`src/rtl/fft_sample_buffer.sv`:
```
// -----------------------------------------------------------------------------
// fft_sample_buffer
//
// Frame buffer that collects N = 2**LOG2N complex samples and then streams
// them out in memory-address order. With BITREV=1 each sample is written to
// the bit-reversed address of its arrival index, so the output order is the
// bit-reversed input order expected by an in-place radix-2 FFT. A frame is
// only ever drained after exactly N samples have been accepted.
//
// Parameters
//   DW      width of each real / imaginary component
//   LOG2N   log2 of the frame length (1..6)
//   BITREV  1 = bit-reversed write addressing, 0 = natural order
//
// Ports
//   clk        rising-edge clock
//   rst        synchronous active-high reset
//   flush      synchronous frame abort (back to LOAD, counters cleared)
//   in_valid   input sample present
//   in_ready   buffer accepts an input sample this cycle
//   in_re      input sample, real part
//   in_im      input sample, imaginary part
//   out_valid  output sample present
//   out_ready  downstream accepts the output sample
//   out_re     output sample, real part (0 when out_valid=0)
//   out_im     output sample, imaginary part (0 when out_valid=0)
//   out_idx    memory address of the current output sample
//   out_last   current output sample is the last of the frame
//   frame_cnt  number of fully drained frames, wraps 255 -> 0
// -----------------------------------------------------------------------------
module fft_sample_buffer #(
    parameter int DW     = 8,
    parameter int LOG2N  = 3,
    parameter bit BITREV = 1'b1
) (
    input  logic             clk,
    input  logic             rst,
    input  logic             flush,
    input  logic             in_valid,
    output logic             in_ready,
    input  logic [DW-1:0]    in_re,
    input  logic [DW-1:0]    in_im,
    output logic             out_valid,
    input  logic             out_ready,
    output logic [DW-1:0]    out_re,
    output logic [DW-1:0]    out_im,
    output logic [LOG2N-1:0] out_idx,
    output logic             out_last,
    output logic [7:0]       frame_cnt
);

    localparam int               N        = 1 << LOG2N;
    localparam logic [LOG2N-1:0] LAST_IDX = LOG2N'(N - 1);
    localparam logic [LOG2N-1:0] IDX_ZERO = LOG2N'(0);
    localparam logic [LOG2N-1:0] IDX_ONE  = LOG2N'(1);

    localparam logic [0:0] ST_LOAD  = 1'b0;
    localparam logic [0:0] ST_DRAIN = 1'b1;

    // Mirror the address bits: bit i of the result is bit LOG2N-1-i of a.
    function automatic logic [LOG2N-1:0] bit_reverse(input logic [LOG2N-1:0] a);
        logic [LOG2N-1:0] r;
        for (int i = 0; i < LOG2N; i++) begin
            r[i] = a[LOG2N-1-i];
        end
        return r;
    endfunction

    logic [0:0]       state_r;
    logic [LOG2N-1:0] wr_cnt_r;
    logic [LOG2N-1:0] rd_cnt_r;
    logic [7:0]       frame_cnt_r;
    logic [2*DW-1:0]  mem_r [N];

    logic             in_ready_s;
    logic             out_valid_s;
    logic             accept_s;
    logic             transfer_s;
    logic [LOG2N-1:0] wr_addr_s;
    logic [2*DW-1:0]  rd_data_s;

    // Handshake qualifiers: reset and flush suppress both sides immediately,
    // so nothing is accepted or transferred in a cycle that aborts the frame.
    always_comb begin
        in_ready_s  = 1'b0;
        out_valid_s = 1'b0;
        if (rst || flush) begin
            in_ready_s  = 1'b0;
            out_valid_s = 1'b0;
        end else begin
            case (state_r)
                ST_LOAD: begin
                    in_ready_s  = 1'b1;
                    out_valid_s = 1'b0;
                end
                ST_DRAIN: begin
                    in_ready_s  = 1'b0;
                    out_valid_s = 1'b1;
                end
                default: begin
                    in_ready_s  = 1'b0;
                    out_valid_s = 1'b0;
                end
            endcase
        end
    end

    assign accept_s   = in_valid && in_ready_s;
    assign transfer_s = out_valid_s && out_ready;
    assign rd_data_s  = mem_r[rd_cnt_r];

    // Write address selection: bit-reversed arrival index or natural order.
    always_comb begin
        wr_addr_s = wr_cnt_r;
        if (BITREV) begin
            wr_addr_s = bit_reverse(wr_cnt_r);
        end else begin
            wr_addr_s = wr_cnt_r;
        end
    end

    // Output data path: shows the addressed entry while draining, zeros otherwise.
    always_comb begin
        out_re   = {DW{1'b0}};
        out_im   = {DW{1'b0}};
        out_idx  = IDX_ZERO;
        out_last = 1'b0;
        if (out_valid_s) begin
            out_re   = rd_data_s[2*DW-1:DW];
            out_im   = rd_data_s[DW-1:0];
            out_idx  = rd_cnt_r;
            out_last = (rd_cnt_r == LAST_IDX);
        end else begin
            out_re   = {DW{1'b0}};
            out_im   = {DW{1'b0}};
            out_idx  = IDX_ZERO;
            out_last = 1'b0;
        end
    end

    // Sample storage; contents are intentionally not reset.
    always_ff @(posedge clk) begin
        if (accept_s) begin
            mem_r[wr_addr_s] <= {in_re, in_im};
        end
    end

    // Frame control FSM with write/read counters and the drained-frame counter.
    always_ff @(posedge clk) begin
        if (rst) begin
            state_r     <= ST_LOAD;
            wr_cnt_r    <= IDX_ZERO;
            rd_cnt_r    <= IDX_ZERO;
            frame_cnt_r <= 8'd0;
        end else if (flush) begin
            // Abort the frame in progress; completed-frame count is kept.
            state_r  <= ST_LOAD;
            wr_cnt_r <= IDX_ZERO;
            rd_cnt_r <= IDX_ZERO;
        end else begin
            case (state_r)
                ST_LOAD: begin
                    if (accept_s) begin
                        if (wr_cnt_r == LAST_IDX) begin
                            state_r  <= ST_DRAIN;
                            wr_cnt_r <= IDX_ZERO;
                            rd_cnt_r <= IDX_ZERO;
                        end else begin
                            wr_cnt_r <= wr_cnt_r + IDX_ONE;
                        end
                    end
                end
                ST_DRAIN: begin
                    if (transfer_s) begin
                        if (rd_cnt_r == LAST_IDX) begin
                            state_r     <= ST_LOAD;
                            rd_cnt_r    <= IDX_ZERO;
                            frame_cnt_r <= frame_cnt_r + 8'd1;
                        end else begin
                            rd_cnt_r <= rd_cnt_r + IDX_ONE;
                        end
                    end
                end
                default: begin
                    state_r  <= ST_LOAD;
                    wr_cnt_r <= IDX_ZERO;
                    rd_cnt_r <= IDX_ZERO;
                end
            endcase
        end
    end

    assign in_ready  = in_ready_s;
    assign out_valid = out_valid_s;
    assign frame_cnt = frame_cnt_r;

endmodule

```
`config.mk`:
```
export PLATFORM = sky130hd
export DESIGN_NAME = fft_sample_buffer
export DESIGN_NICKNAME = d
export VERILOG_FILES = /design/src/rtl/fft_sample_buffer.sv
export SDC_FILE = /design/constraint.sdc
export NUM_CORES = 1
export LEC_CHECK = 0
export CAP_MARGIN = 30
export CORE_MARGIN = 3
export CORE_UTILIZATION = 62
export CTS_CLUSTER_SIZE = 28
export DETAILED_ROUTE_END_ITERATION = 8
export GPL_TIMING_DRIVEN = 1
export PLACE_DENSITY_LB_ADDON = 0.1
export RECOVER_POWER = 50
export SLEW_MARGIN = 20
export SYNTH_ARGS = -nofsm -noshare
export SYNTH_HDL_FRONTEND = slang
export SYNTH_SLANG_ARGS = --single-unit
export TNS_END_PERCENT = 20
```
`constraint.sdc`:
```
create_clock -name clk -period 3.25 [get_ports clk]
set_input_delay 0.65 -clock clk [delete_from_list [all_inputs] [get_ports clk]]
set_output_delay 0.65 -clock clk [all_outputs]
set_load 0.01 [all_outputs]
```
==> results.toml, run 1 <==
[logic_synthesis]
synth_cell_types = 38
synth_area_leaders = "edfxtp_1, mux2i_1, dfxtp_1"
synth_fp_nets = 399
synth_area_mm2 = 0.00591
yosysMostFrequentCell = "edfxtp_1"
yosys-top-cells-count = "edfxtp_1, mux2i_1, a22oi_1, and3_1, dfxtp_1"
ys_seq_area_share_pct = 71.1
yosys_warnings = 0
synth_edf_count = 128
synthArstFlopShare_pct = 0
synth_top_area_share_pct = 65.0
syn-instance-count = 369
synth_top_area_cell = "edfxtp_1"
ys_ff_latch = 146
ys.flop_type = "edfxtp_1"
syn_avg_cell_area_um2 = 16.0

[power_and_ir_drop]
total_power_uw = 3950
p_leak_uw = 0.00237
irDropWorstVdd_mv = 0.437
power_density_mw_per_mm2 = 542

[job]
drv_cap = 0

[final_layout]
area_growth_pct = 23.4
nets = 469
antennaDiodeCount = 0
drive_above_1_share_pct = 13.7

[sta]
fin_crit_ns = 3.08
slew_headroom_pct = 26.6
setup_viol = 0
final_max_slew_viol_count = 0
hold_viol_final = 0
rsz0062_at_grt = "false"
clock-skew-final_ns = 0.00513
tns_ns = 0
fmax_ghz = 0.324
worst_pin_slew_ns = 1.09
period_share_pct = 94.8

[worst_setup_path]
end_kind = "output pin"
r2r_cells = 4
path_class = "input port to output pin"
crit_arrival_ns = 2.43
critical_path_required_ns = 2.60
startpoint_type = "input port"
r2r_slack_ns = 0.73
rr_endpoint = "mem_r[7][0]"
critPathMaxFanout = 9
r2r-start = "state_r"

[placed_design]
hpwl_um = 7050
port_buffers = 50
place_congestion = 0.736

[hold_path]
hold_end = "frame_cnt[7]"
worstHoldPathCells = 1
hp-start = "frame_cnt[7]"
worstHoldPathType = "flip-flop to flip-flop"

[global_routing]
grt-ovfl-total = 0
grt_pass1_vias = 3568
grt_max_degree = 30
grt_usage_pct = 22.8
grt_pass1_wl_um = 18800
grt_antenna_before_repair = 0

[drt]
wl_um = 11800
drtIter0Drc = 253
num_vias = 3451
ant_nets = 0
post-route-drc-count = 0
avgRoutedWirePerCell_um = 20.4
vias_per_cell = 5.97
firstDrtPassIters = 7

[floorplan]
die_w_um = 104
die-area_mm2 = 0.0107
floorplan.initialDensity_pct = 65.8
num_rows = 34
io_pins = 51
core_area_mm2 = 0.00898
die_y_um = 104

[cts]
clk_latency_ns = 0.52
cts_tree = "done"
cts_hold_buffers = 0
root_buffer = "clkbuf_8"
clk_pin_slew_worst_paths_ns = 0.07
htreeDepth = 4
clk_path_buf_depth = 2
cts.sinks = 146
numCtsBuffers = 17

[outcome]
status = "finished clean"
[what timing repair did]
action | in CTS | in global routing
resized for setup | 1 | 1
setup buffers | 0 | 1
setup endpoints to repair | 10 | 11
hold endpoints to repair | 0 | 0
[worst max-delay path, cell delays in order]
cell and delay, ns:
dlygate4sd3_1 0.61, nor3b_2 0.21, buf_4 0.21, and3_1 0.19, clkdlybuf4s50_1 0.55
[cell usage in the layout, fill, tap and decap left out, drive strengths merged, types with 10 or more instances in the layout]
cell type	n
a21oi	10
a22oi	32
and3	22
buf	20
clkbuf	19
clkdlybuf4s50	33
dfxtp	18
dlygate4sd3	17
edfxtp	128
inv	13
mux2i	66
[area by class of cell]
class	instances	area, µm²
Multi-Input combinational cell	197	1580
Sequential cell	146	4210
Clock buffer	17	414
Fill cell	488	1690
Tap cell	126	158
Clock inverter	15	148
Inverter	5	18.8
Timing Repair Buffer	72	767
[cell families after synthesis]
group / Yosys count / synth area share (%)
mux: 67 / 11.4
compound gates: 52 / 6.03
flops: 146 / 71.1
buf+inv: 26 / 2.10
fa+ha+maj: 9 / 1.91
simple gates: 69 / 7.45
[layer usage]
metal / wire, µm / up-vias / global-route usage (%)
li1: - / 1590 / -
met1: 4950 / 1703 / 29.9
met2: 5930 / 135 / 37.1
met3: 670 / 23 / 5.10
met4: 246 / 0 / 10.1
met5: 0 / - / 0
[power breakdown]
group / switching [µW] / internal [µW] / total [µW]
Clock: 796 / 1040 / 1830
Combinational: 39.3 / 30.1 / 69.5
Sequential: 2.48 / 2040 / 2050
Total: 838 / 3110 / 3950
[sequential cells by signal (all words and copies together), names as in the netlist, named ones only]
| register | count |
|---|---|
| rd_cnt_r | 3 |
| frame_cnt | 8 |
| mem_r | 128 |
| wr_cnt_r | 3 |
| state_r | 1 |
[through the flow]
stage          instance area, µm²  hold WS [ns]  util, %  worst slack (ns)  cells
6_report                     7290         0.474     81.2             0.167    578
5_1_grt                      7290         0.525     81.2            0.0437    578
4_1_cts                      7280         0.480     81.1           0.00661    577
3_5_place_dp                 6720         0.471     74.8             0.233    545
3_3_place_gp                 6720         0.457     74.8             0.293    545
2_1_floorplan                5910         0.479        -              1.13    369
[worst max-delay path by stage]
stage                   start   endpoint  slack [ns]  depth (start not counted)
floorplan               flush  out_im[4]        1.13                          3
global placement          rst  out_re[0]        0.29                          5
detailed placement        rst  out_re[4]        0.23                          5
CTS                 flip-flop  out_re[4]       0.007                          5
global route        flip-flop  out_re[4]        0.04                          5
finish                    rst  out_im[5]        0.17                          5
Power figures use the tool's default switching activity.
==> run 2: changes to the inputs <==
--- a/config.mk
+++ b/config.mk
@@ -13,6 +13,7 @@
 export GPL_TIMING_DRIVEN = 1
 export PLACE_DENSITY_LB_ADDON = 0.1
 export RECOVER_POWER = 50
+export SKIP_CTS_REPAIR_TIMING = 1
 export SLEW_MARGIN = 20
 export SYNTH_ARGS = -nofsm -noshare
 export SYNTH_HDL_FRONTEND = slang
==> run 2 against run 1 <==
Effect of this change:
- sequential power about the same
- critical path depth unchanged
- global-route usage about the same
- register-to-register slack about the same
- clock-buffer cell count unchanged
- clock power about the same
- clock skew up 0.0016 ns
- non-clock buffer count unchanged
- largest power group unchanged
==> results.toml, run 2 (synthesis gave the netlist of run 1 again) <==
[floorplan]
die_w_um = 104
floorplan.initialDensity_pct = 65.8
die-area_mm2 = 0.0107
die_y_um = 104
io_pins = 51
core_area_mm2 = 0.00898
num_rows = 34

[power_and_ir_drop]
p_leak_uw = 0.00237
total_power_uw = 3950
power_density_mw_per_mm2 = 542
irDropWorstVdd_mv = 0.437

[final_layout]
layout_common_cells = "edfxtp_1, mux2i_1, clkdlybuf4s50_1"
largest_reg_flops = 128
multi_input_area_mm2 = 0.00158
fin_util_pct = 81.2
nFillCells = 488
antennaDiodeCount = 0
drive_above_1_share_pct = 13.7
area_growth_pct = 23.4
largest_register = "mem_r"
regArea_mm2 = 0.00421
layout_commonest_cell = "edfxtp_1"
finalNonFillerCells = 578
nets = 469

[sta]
fin_crit_ns = 3.09
setup_viol = 0
slew_headroom_pct = 26.4
hold_viol_final = 0
final_max_slew_viol_count = 0
rsz0062_at_grt = "false"
period_share_pct = 95.1
worst_pin_slew_ns = 1.09
fmax_ghz = 0.324
clock-skew-final_ns = 0.00673
fin_hold_ws_ns = 0.474

[drt]
drtIter0Drc = 236
ant_nets = 0
firstDrtPassIters = 5
num_vias = 3471
post-route-drc-count = 0
avgRoutedWirePerCell_um = 20.6
vias_per_cell = 6.01
wl_um = 11900

[worst_setup_path]
startpoint_type = "flip-flop"
path_class = "flip-flop to output pin"
r2r_cells = 4
critPathMaxFanout = 10
r2r_slack_ns = 0.73
crit_arrival_ns = 2.44
critical_path_required_ns = 2.60
end_kind = "output pin"
rr_endpoint = "mem_r[7][0]"
r2r-start = "state_r"

[cts]
clk_path_buf_depth = 2
clk_latency_ns = 0.52
clk_pin_slew_worst_paths_ns = 0.07
numCtsBuffers = 17
htreeDepth = 4
cts_tree = "done"
root_buffer = "clkbuf_8"
cts.sinks = 146

[outcome]
status = "finished clean"

[hold_path]
hold_end = "frame_cnt[7]"
hp-start = "frame_cnt[7]"
worstHoldPathType = "flip-flop to flip-flop"
worstHoldPathCells = 1

[global_routing]
grt_pass1_wl_um = 18800
grt_max_degree = 30
grt-ovfl-total = 0
grt_pass1_vias = 3565
grt_antenna_before_repair = 0
grt_usage_pct = 22.8

[job]
drv_cap = 0

[placed_design]
place_congestion = 0.736
port_buffers = 50
dp_cells = 545
hpwl_um = 7050
## run 2: layout make-up
cell class,instances,share of cell area (%)
sequential,146,57.7
multi-input combinational,197,21.6
timing repair buffer,72,10.5
clock buffer,17,5.68
tap,126,2.16
clock inverter,15,2.03
inverter,5,0.257
## run 2: metrics by stage
stage | cell area, µm² | TNS [ns] | setup WS [ns]
finish | 7290 | 0 | 0.160
global placement | 6720 | 0 | 0.293
CTS | 7280 | -0.310 | -0.0689
detailed placement | 6720 | 0 | 0.233
floorplan | 5910 | 0 | 1.13
global route | 7290 | 0 | 0.0437
## run 2: worst max-delay path by stage
stage,startpoint,end,slack [ns],cells after the start
6_report,flip-flop,out_re[4],0.16,5
5_1_grt,flip-flop,out_re[4],0.04,5
4_1_cts,flip-flop,out_re[4],-0.07,5
3_5_place_dp,rst,out_re[4],0.23,5
3_3_place_gp,rst,out_re[0],0.29,5
2_1_floorplan,flush,out_im[4],1.13,3
## run 2: critical path, stage by stage (launching register included)
cell and delay (ns):
dfxtp_1 0.38, nor2b_2 0.43, buf_4 0.30, a22oi_1 0.12, and3_1 0.21, clkdlybuf4s50_1 0.47
## run 2: power breakdown
part / total (µW) / switching (µW) / internal, µW
sequential: 2050 / 2.52 / 2040
combinational: 70.0 / 39.9 / 30.1
clock: 1840 / 798 / 1040
total: 3950 / 841 / 3110
## run 2: metal layers
metal	GRT usage, %	wire length (µm)	up-vias
met2	37.1	5930	130
met5	0	0	-
met4	9.97	252	0
met1	29.8	5080	1724
li1	-	-	1590
met3	5.10	652	27
